`config.mk`:
```
export PLATFORM = sky130hd
export DESIGN_NAME = rv32_mem_arbiter
export DESIGN_NICKNAME = d
export VERILOG_FILES = /design/src/rtl/rv32_pkg.sv /design/src/rtl/rv32_arb_watchdog.sv /design/src/rtl/rv32_mem_arbiter.sv
export SDC_FILE = /design/constraint.sdc
export NUM_CORES = 1
export LEC_CHECK = 0
export BUFFER_PORTS_ARGS = -buffer_cell sky130_fd_sc_hd__buf_2
export CAP_MARGIN = 25
export CORE_UTILIZATION = 27
export CTS_CLUSTER_SIZE = 16
export DETAILED_ROUTE_END_ITERATION = 6
export PLACE_DENSITY = 0.58
export SLEW_MARGIN = 40
export SYNTH_ARGS = -nofsm -noshare
export SYNTH_HDL_FRONTEND = slang
export SYNTH_SLANG_ARGS = --single-unit
```
`constraint.sdc`:
```
create_clock -name clk -period 2 [get_ports clk]
set_input_delay 0.2 -clock clk [delete_from_list [all_inputs] [get_ports clk]]
set_output_delay 0.2 -clock clk [all_outputs]
set_load 0.02 [all_outputs]
```
`src/rtl/rv32_pkg.sv`:
```
// Shared types for the rv32 memory arbiter: FSM state encoding and owner encoding.
package rv32_pkg;

  typedef enum logic [1:0] {
    S_IDLE = 2'd0,
    S_REQ  = 2'd1,
    S_WAIT = 2'd2
  } state_e;

  localparam logic OWN_I = 1'b0;
  localparam logic OWN_D = 1'b1;

endpackage

```
`src/rtl/rv32_arb_watchdog.sv`:
```
// WAIT-phase watchdog: cleared on WAIT entry, counts WAIT cycles, flags the TIMEOUT-th one.
// TIMEOUT=0 ties expire low.
module rv32_arb_watchdog #(
  parameter int unsigned TIMEOUT = 255
) (
  input  logic clk,
  input  logic reset_n,
  input  logic clear,
  input  logic enable,
  output logic expire
);

  if (TIMEOUT == 0) begin : g_off
    logic unused;
    assign unused = ^{clk, reset_n, clear, enable};
    assign expire = 1'b0;
  end else begin : g_on
    localparam int unsigned CW = $clog2(TIMEOUT + 1);
    localparam logic [CW-1:0] LAST = CW'(TIMEOUT - 1);
    localparam logic [CW-1:0] MAX  = CW'(TIMEOUT);

    logic [CW-1:0] cnt;

    always_ff @(posedge clk or negedge reset_n) begin
      if (!reset_n) begin
        cnt <= '0;
      end else if (clear) begin
        cnt <= '0;
      end else if (enable && (cnt != MAX)) begin
        cnt <= cnt + 1'b1;
      end
    end

    // cnt counts completed WAIT cycles, so LAST marks the TIMEOUT-th one.
    assign expire = enable && (cnt == LAST);
  end

endmodule

```
`src/rtl/rv32_mem_arbiter.sv`:
```
// Arbitrates the core's fetch (I) and load/store (D) ports onto one single-ported memory bus.
// Build option RV32_ARB_RR_EN selects round-robin; default is fixed priority with D over I.
module rv32_mem_arbiter
  import rv32_pkg::*;
#(
  parameter int unsigned AW      = 32,
  parameter int unsigned DW      = 32,
  parameter int unsigned TIMEOUT = 255
) (
  input  logic            clk,
  input  logic            reset_n,
  input  logic            i_req,
  input  logic [AW-1:0]   i_addr,
  output logic [DW-1:0]   i_rdata,
  output logic            i_done,
  output logic            i_err,
  input  logic            d_req,
  input  logic            d_we,
  input  logic [AW-1:0]   d_addr,
  input  logic [DW-1:0]   d_wdata,
  input  logic [DW/8-1:0] d_be,
  output logic [DW-1:0]   d_rdata,
  output logic            d_done,
  output logic            d_err,
  output logic            m_req,
  output logic            m_we,
  output logic [AW-1:0]   m_addr,
  output logic [DW-1:0]   m_wdata,
  output logic [DW/8-1:0] m_be,
  input  logic            m_gnt,
  input  logic            m_rvalid,
  input  logic [DW-1:0]   m_rdata
);

  state_e        state;
  logic          owner;
  logic          i_elig, d_elig, any_elig, pick;
  logic          wd_clear, wd_en, wd_expire;
  logic          comp, comp_err;
  logic [DW-1:0] comp_data;

  // A requester still showing its done pulse is not a new request.
  assign i_elig   = i_req & ~i_done;
  assign d_elig   = d_req & ~d_done;
  assign any_elig = i_elig | d_elig;

`ifdef RV32_ARB_RR_EN
  logic last_owner;

  assign pick = (i_elig && d_elig) ? ~last_owner : (d_elig ? OWN_D : OWN_I);

  always_ff @(posedge clk or negedge reset_n) begin
    if (!reset_n) begin
      last_owner <= OWN_I;
    end else if ((state == S_IDLE) && any_elig) begin
      last_owner <= pick;
    end
  end
`else
  assign pick = d_elig ? OWN_D : OWN_I;
`endif

  assign wd_clear = (state == S_REQ) && m_gnt;
  assign wd_en    = (state == S_WAIT);

  rv32_arb_watchdog #(
    .TIMEOUT(TIMEOUT)
  ) u_watchdog (
    .clk    (clk),
    .reset_n(reset_n),
    .clear  (wd_clear),
    .enable (wd_en),
    .expire (wd_expire)
  );

  // A response in the expiry cycle wins over the timeout.
  assign comp      = ((state == S_REQ) && m_gnt && m_rvalid) ||
                     ((state == S_WAIT) && (m_rvalid || wd_expire));
  assign comp_err  = (state == S_WAIT) && !m_rvalid && wd_expire;
  assign comp_data = (comp_err || m_we) ? '0 : m_rdata;

  always_ff @(posedge clk or negedge reset_n) begin
    if (!reset_n) begin
      state   <= S_IDLE;
      owner   <= OWN_I;
      m_req   <= 1'b0;
      m_we    <= 1'b0;
      m_addr  <= '0;
      m_wdata <= '0;
      m_be    <= '0;
      i_rdata <= '0;
      i_done  <= 1'b0;
      i_err   <= 1'b0;
      d_rdata <= '0;
      d_done  <= 1'b0;
      d_err   <= 1'b0;
    end else begin
      i_done <= 1'b0;
      i_err  <= 1'b0;
      d_done <= 1'b0;
      d_err  <= 1'b0;

      unique case (state)
        S_IDLE: begin
          if (any_elig) begin
            owner <= pick;
            m_req <= 1'b1;
            state <= S_REQ;
            if (pick == OWN_D) begin
              m_we    <= d_we;
              m_addr  <= d_addr;
              m_wdata <= d_wdata;
              m_be    <= d_be;
            end else begin
              m_we    <= 1'b0;
              m_addr  <= i_addr;
              m_wdata <= '0;
              m_be    <= '1;
            end
          end
        end
        S_REQ: begin
          if (m_gnt) begin
            m_req <= 1'b0;
            state <= m_rvalid ? S_IDLE : S_WAIT;
          end
        end
        S_WAIT: begin
          if (comp) begin
            state <= S_IDLE;
          end
        end
        default: state <= S_IDLE;
      endcase

      if (comp) begin
        if (owner == OWN_D) begin
          d_done  <= 1'b1;
          d_err   <= comp_err;
          d_rdata <= comp_data;
        end else begin
          i_done  <= 1'b1;
          i_err   <= comp_err;
          i_rdata <= comp_data;
        end
      end
    end
  end

endmodule

```
==> metrics.txt, run 1 <==
Synth top area share=approximately three fifths; layout cell share with drive strength beyond 1=about half; worst reg2reg path endpoint=i_rdata[12]; CP required=approximately 2300 ps; Sum Neg Setup Slack=0 ps; critical path data arrival time=approximately 2200 ps; Async S/R FF share, synth=between 90% and 100%; Worst R2R Start=u_watchdog.g_on.cnt[0]; Crit path buffers/inverters=2; routed via count=4,813; EDFF count, synth=0; RSZ-0062 raised after global routing=no; kind of end point of the critical path=register; Ant. Diodes=0; hold path startpoint=d_wdata[26]; Yosys top cell by area=dfrtp_1; Max FO, Critical Path=32; Power Dens Cells=1610 nW/um^2; max frequency=0.533 GHz; TritonCTS clock tree=yes; Critical Path Max Stage Delay=420 ps; Synth cell types=38; post-synthesis net count=between 600 and 700; DRC=0; Clock Skews=~10 ps; Max IR drop VDD=around 0.71 mV; Slew @ Worst Pin=slightly above 500 ps; final worst path period need=1880 ps; crit path launch type=register; Leak Pwr=roughly 4.5 nW; Clock transition at path regs=approximately 60 ps; Clock Path Buffers=2; Mapped Avg Cell Area=between 10 and 15 um^2; Placer Congestion=between 0.7 and 0.8; DIE AREA=around 24,000 um^2; Vias per Instance=about 4.4; IO Port Bufs=276; core area=22,600 um^2; # Post-CTS Setup Buffers=0; final WL=about 16,000 um; hold crit path type=primary input to register; die height=roughly 150 um; slowest CP cell=dfrtp_1; final setup violating endpoints=0; initial antenna violation count=0; Detail Route Antenna Nets=0; Initial Utilization=27.4%; FF+latch area=3730 um^2; GRT Residual Overflow=0; worst skew pair latency=between 400 and 500 ps; Hold Path Sink=m_wdata[26]; Seq/Total Area, Yosys=roughly three fifths; final design utilization=39.6%; CP top delay family=flip-flops; YS warnings=0; Main synth FF type=dfrtp_1; top-count cell post-synth=dfrtp_1; status=complete, no violations; crit path cell chain=inv_1 -> ha_1 -> nor2b_2 -> a41oi_2 -> buf_12 -> and2_1 -> mux2_2; Synth Instances=473; Synth area leaders=dfrtp_1, mux2_2, mux2i_1, a22o_1, and2_1; H-Tree Depth=4; dpl cells=slightly above 1k; vias in the first global route=between 4k and 5k; area taken by multi-input logic gates=about 2300 um^2; Critical Path Source=u_watchdog.g_on.cnt[0]; max_slew headroom=approximately two thirds; R2R cell count=7; total track usage=between 10% and 20%; Nets=933; DRT iter0 DRCs=roughly 240; # rows=55; Clock Sinks=between 100 and 150; largest net degree at the start of global routing=96; period utilization=a little over nine tenths; crit path kind=register to register; Initial DRT Pass Iterations=4; count of state elements after synthesis=around 150; worst reg2reg setup slack=120 ps; cell area after synthesis=6190 um^2; Synth top cells by count=dfrtp_1, mux2_2, nand2_1; Die Width=roughly 150 um; first-pass GRT wire length=around 26,000 um; WL per Instance=15.0 um; clock root buffer=clkbuf_16; Fin Hold WS=~26 ps; Hold Path Depth=2; IO Pins=roughly 280; Layout Cells excl Fill=~1.1k; cts bufs inserted=17; final hold viol count=0; hpwl dp=between 10,000 and 15,000 um; number of max-cap violations=0; fillers=roughly 2.2k; P&R area growth vs syn=44.3%; Slew Limit Fails=0
-- worst max path at each step --
stage,endpoint,cells past startpoint,slack [ps]
5_1_grt,i_rdata[5],7,5
3_5_place_dp,i_rdata[12],7,100
3_3_place_gp,d_rdata[14],5,160
6_report,i_rdata[12],7,120
2_1_floorplan,d_rdata[9],7,270
4_1_cts,i_rdata[12],7,100
-- what timing repair did --
item                                    4_1_cts  5_1_grt
gates resized for setup                       0        1
endpoints found under the hold margin        75        1
endpoints found under the setup margin        0       64
hold buffers                                 35        1
-- report_power, final --
group	switching, mW	internal [mW]
combinational	3.63	2.45
clock	1.30	1.86
sequential	0.715	4.39
-- worst register-to-register path: stages, from the launching register on --
cell,delay (ps)
dfrtp_1,420
inv_1,80
ha_1,220
nor2b_2,200
a41oi_2,160
buf_12,210
and2_1,210
mux2_2,270
-- layout by cell type (no fill, tap or decap), types with 2 or more instances in the layout --
| cell | n |
|---|---|
| mux2i_1 | 34 |
| clkbuf_1 | 3 |
| ha_1 | 2 |
| buf_2 | 275 |
| dfrtp_1 | 149 |
| nand2_1 | 44 |
| buf_12 | 6 |
| and2_1 | 35 |
| nor3_1 | 4 |
| nand2b_1 | 2 |
| mux2_2 | 64 |
| nor2_1 | 4 |
| clkbuf_16 | 17 |
| inv_1 | 3 |
| a21oi_1 | 2 |
| bufinv_16 | 2 |
| nand3_1 | 5 |
| clkinv_4 | 4 |
| o22a_1 | 4 |
| a31oi_1 | 2 |
| a22o_1 | 33 |
| nor2b_1 | 2 |
| o21ai_0 | 36 |
| dlygate4sd3_1 | 36 |
| buf_4 | 11 |
| inv_6 | 3 |
-- per-stage QoR --
stage               power [mW]  instance area (um^2)  setup slack (ps)
finish                    14.3                  8930               124
detailed placement        11.2                  7990              96.4
CTS                       14.6                  8920              98.3
floorplan                 8.93                  6190               270
global route              15.3                  8930              5.13
global placement          11.2                  7990               165
-- layer usage --
layer / global-route usage (%) / vias to the layer above / share of wire, %
met5: 0 / - / 0
met4: 3.48 / 0 / 0.97
met3: 5.84 / 15 / 7.8
met2: 23.1 / 191 / 47
met1: 17.5 / 2294 / 45
li1: - / 2313 / -
-- state kept, by name (all words and copies together), names as in the netlist --
name                 count
m_we                     1
m_req                    1
state                    2
d_done                   1
u_watchdog.g_on.cnt      8
d_rdata                 32
owner                    1
d_err                    1
i_done                   1
m_wdata                 32
m_be                     4
i_err                    1
m_addr                  32
i_rdata                 32
-- layout make-up --
class / count / area share [%]
clock inverter: 12 / 1.63
sequential: 149 / 41.8
timing repair buffer: 329 / 21.8
inverter: 3 / 0.126
multi-input combinational: 292 / 25.8
tap: 285 / 3.99
clock buffer: 20 / 4.89
-- logic make-up (layout without fill, tap and decap cells) --
logic type               Yosys count  in the layout  share of synthesized area [%]
multiplexers                      98             98                           17.1
adder cells (fa/ha/maj)            2              2                          0.404
AND/OR/NAND/NOR                  105            105                           8.94
AO/OA/AOI/OAI                     86             86                           10.2
XOR/XNOR                           1              1                          0.142
buffers and inverters             32            364                           2.89
flip-flops                       149            149                           60.3
(Power assumes the default switching activity.)
==> run 2: changes to the inputs <==
Settings changed: ABC_AREA set to 1, GPL_TIMING_DRIVEN set to 0.
==> metrics.txt, run 2 <==
number of max-cap violations=0 (unchanged); most frequent cells in the layout=buf_2, nand2_1, dfrtp_1 (was buf_2, dfrtp_1, mux2_2); Clk pwr share=24.7% (was 22.1%); Sum Neg Setup Slack=0 ps (unchanged); EDFF count, synth=0 (unchanged); Layout Cells excl Fill=1,210 (was 1,090); kind of end point of the critical path=register (unchanged); Slew Limit Fails=0 (unchanged); hold crit path type=primary input to register (unchanged); YS warnings=0 (unchanged); # Post-CTS Setup Buffers=0 (unchanged); Die Width=153 um (about the same); post-synthesis net count=757 (was 614); largest net degree at the start of global routing=55 (was 96); worst skew pair latency=420 ps (about the same); DRC=0 (unchanged); cts bufs inserted=17 (unchanged); final WL=18,900 um (was 16,400 um); Detail Route Antenna Nets=0 (unchanged); routed via count=5,555 (was 4,813); final hold viol count=0 (unchanged); period utilization=90.8% (was 93.8%); Seq pwr share=34.1% (was 35.6%); core area=22,100 um^2 (was 22,600 um^2); P&R area growth vs syn=40.7% (was 44.3%); Max FO, Critical Path=8 (was 32); crit path kind=register to register (unchanged); Placer Congestion=0.764 (was 0.743); Synth cell types=26 (was 38); Nets=1,058 (was 933); Clock Path Buffers=2 (unchanged); Clock Skews=12.8 ps (was 9.86 ps); clock root buffer=clkbuf_16 (unchanged); cell area after synthesis=6140 um^2 (was 6190 um^2); Clock transition at path regs=70 ps (was 60 ps); status=complete, no violations (unchanged); WL per Instance=15.7 um (was 15.0 um); final setup violating endpoints=0 (unchanged); vias in the first global route=5,707 (was 4,876); top-count cell post-synth=nand2_1 (was dfrtp_1); hpwl dp=14,200 um (was 11,300 um); switching pwr=5.88 mW (was 5.64 mW); DIE AREA=23,400 um^2 (was 23,500 um^2); sw frac=40.8% (was 39.4%); max frequency=0.551 GHz (was 0.533 GHz); Synth top area share=60.7% (was 60.3%); dpl cells=1,174 (was 1,022); pre-CTS setup slack=-13.9 ps (was 96.4 ps); IO Port Bufs=276 (unchanged); Ant. Diodes=0 (unchanged); Synth area leaders=dfrtp_1, nand2_1, a22o_1, o21ai_2, o21ai_0 (was dfrtp_1, mux2_2, mux2i_1, a22o_1, and2_1); H-Tree Depth=4 (unchanged); commonest non-fill, non-tap cell in the layout=buf_2 (unchanged); max_slew headroom=62.0% (was 66.3%); Power Dens Cells=1670 nW/um^2 (was 1610 nW/um^2); Leak Pwr=4.53 nW (was 4.47 nW); initial antenna violation count=0 (unchanged); Power Internal=8.52 mW (was 8.70 mW); Yosys top cell by area=dfrtp_1 (unchanged); final worst path period need=1820 ps (was 1880 ps); layout cell share with drive strength beyond 1=39.8% (was 49.2%); Async S/R FF share, synth=100% (unchanged); Seq/Total Area, Yosys=60.7% (was 60.3%); DRT iter0 DRCs=279 (was 237); Initial DRT Pass Iterations=6 (was 4); Final WS setup=185 ps (was 124 ps); Clock Sinks=149 (unchanged); first-pass GRT wire length=30,800 um (was 26,200 um); count of state elements after synthesis=149 (unchanged); Max IR drop VDD=0.499 mV (was 0.712 mV); Initial Utilization=27.8% (was 27.4%); Synth top cells by count=nand2_1, dfrtp_1, nor2_1 (was dfrtp_1, mux2_2, nand2_1); RSZ-0062 raised after global routing=no (unchanged); Slew @ Worst Pin=568 ps (was 505 ps); Comb power frac=41.2% (was 42.4%); critical path data arrival time=2110 ps (was 2170 ps); Mapped Avg Cell Area=9.97 um^2 (was 13.1 um^2); TritonCTS clock tree=yes (unchanged); Synth Instances=616 (was 473); # rows=54 (was 55); CP required=2290 ps (was 2300 ps); IO Pins=277 (unchanged); Vias per Instance=4.59 (was 4.42); die height=153 um (about the same); total track usage=16.8% (was 14.2%); Main synth FF type=dfrtp_1 (unchanged); GRT Residual Overflow=0 (unchanged); crit path launch type=register (unchanged)
run 2: changes by cell type after synthesis, moves of 30 or more:
cell,before,now
and2_1,35,0
mux2i_1,34,0
nor2_1,4,46
a31oi_1,2,32
nand3_1,5,35
nand2_1,44,162
mux2_2,64,0
run 2: what timing repair did:
action	4_1_cts	5_1_grt
hold buffers	4	0
gates resized for setup	1	4
endpoints found under the setup margin	8	57
pin swaps	0	0
endpoints found under the hold margin	56	0
run 2: worst paths after layout:
kind | startpoint | end | slack [ps] | depth (start not counted)
min in group asynchronous | reset_n | d_rdata[12] | 290 | 2
hold / removal | d_wdata[30] | m_wdata[30] | 20 | 2
setup reg to reg | d_done | m_be[3] | 180 | 5
setup / recovery | d_done | m_be[3] | 180 | 5
max in group asynchronous | reset_n | m_addr[31] | 820 | 4
hold reg to reg | owner | i_err | 460 | 1
run 2: metal layers:
metal	vias to the layer above	wire, um	global-route usage (%)
li1	2699	-	-
met1	2639	8370	21.1
met2	197	9170	28.3
met3	20	1070	4.03
met4	0	338	6.06
met5	-	0	0
run 2: layout make-up:
class                   count  area [um^2]
well taps                 280          350
fillers                  2243        13500
clock buffers              20          467
repair buffers            282         1490
inverters                  26         97.6
clock inverters            12          189
plain buffers              39          259
multi-input cells         402         2070
flip-flops and latches    149         3730
run 2: kinds of logic (layout without fill, tap and decap cells):
group                    after synthesis  count (layout)  synth area share (%)
AND/OR/NAND/NOR                      255             255                  16.9
AO/OA/AOI/OAI                        145             145                  16.3
buffers and inverters                 65             379                  5.72
adder cells (fa/ha/maj)                2               2                 0.407
flip-flops                           149             149                  60.7
run 2: worst max-delay path: stages (launching register included):
cell	delay, ps
dfrtp_1	420
inv_1	80
nand2_2	130
nor2_1	490
inv_1	300
o22a_1	270
run 2: power groups by stage:
stage / combinational [mW] / clock (mW) / sequential [mW]
2_1_floorplan: 2.28 / 0 / 6.37
3_3_place_gp: 5.95 / 0 / 4.91
3_5_place_dp: 6.00 / 0 / 4.94
4_1_cts: 6.02 / 3.67 / 4.91
5_1_grt: 6.49 / 3.81 / 5.07
6_report: 5.93 / 3.57 / 4.91
run 2: through the flow:
| stage | utilization [%] | total power, mW | area [um^2] | hold slack (ps) |
|---|---|---|---|---|
| 2_1_floorplan | - | 8.65 | 6140 | -95.6 |
| 3_3_place_gp | 35.6 | 10.9 | 7880 | 432 |
| 3_5_place_dp | 35.9 | 10.9 | 7940 | 145 |
| 4_1_cts | 39.1 | 14.6 | 8640 | 0.354 |
| 5_1_grt | 39.1 | 15.4 | 8640 | 2.01 |
| 6_report | 39.1 | 14.4 | 8640 | 20.5 |
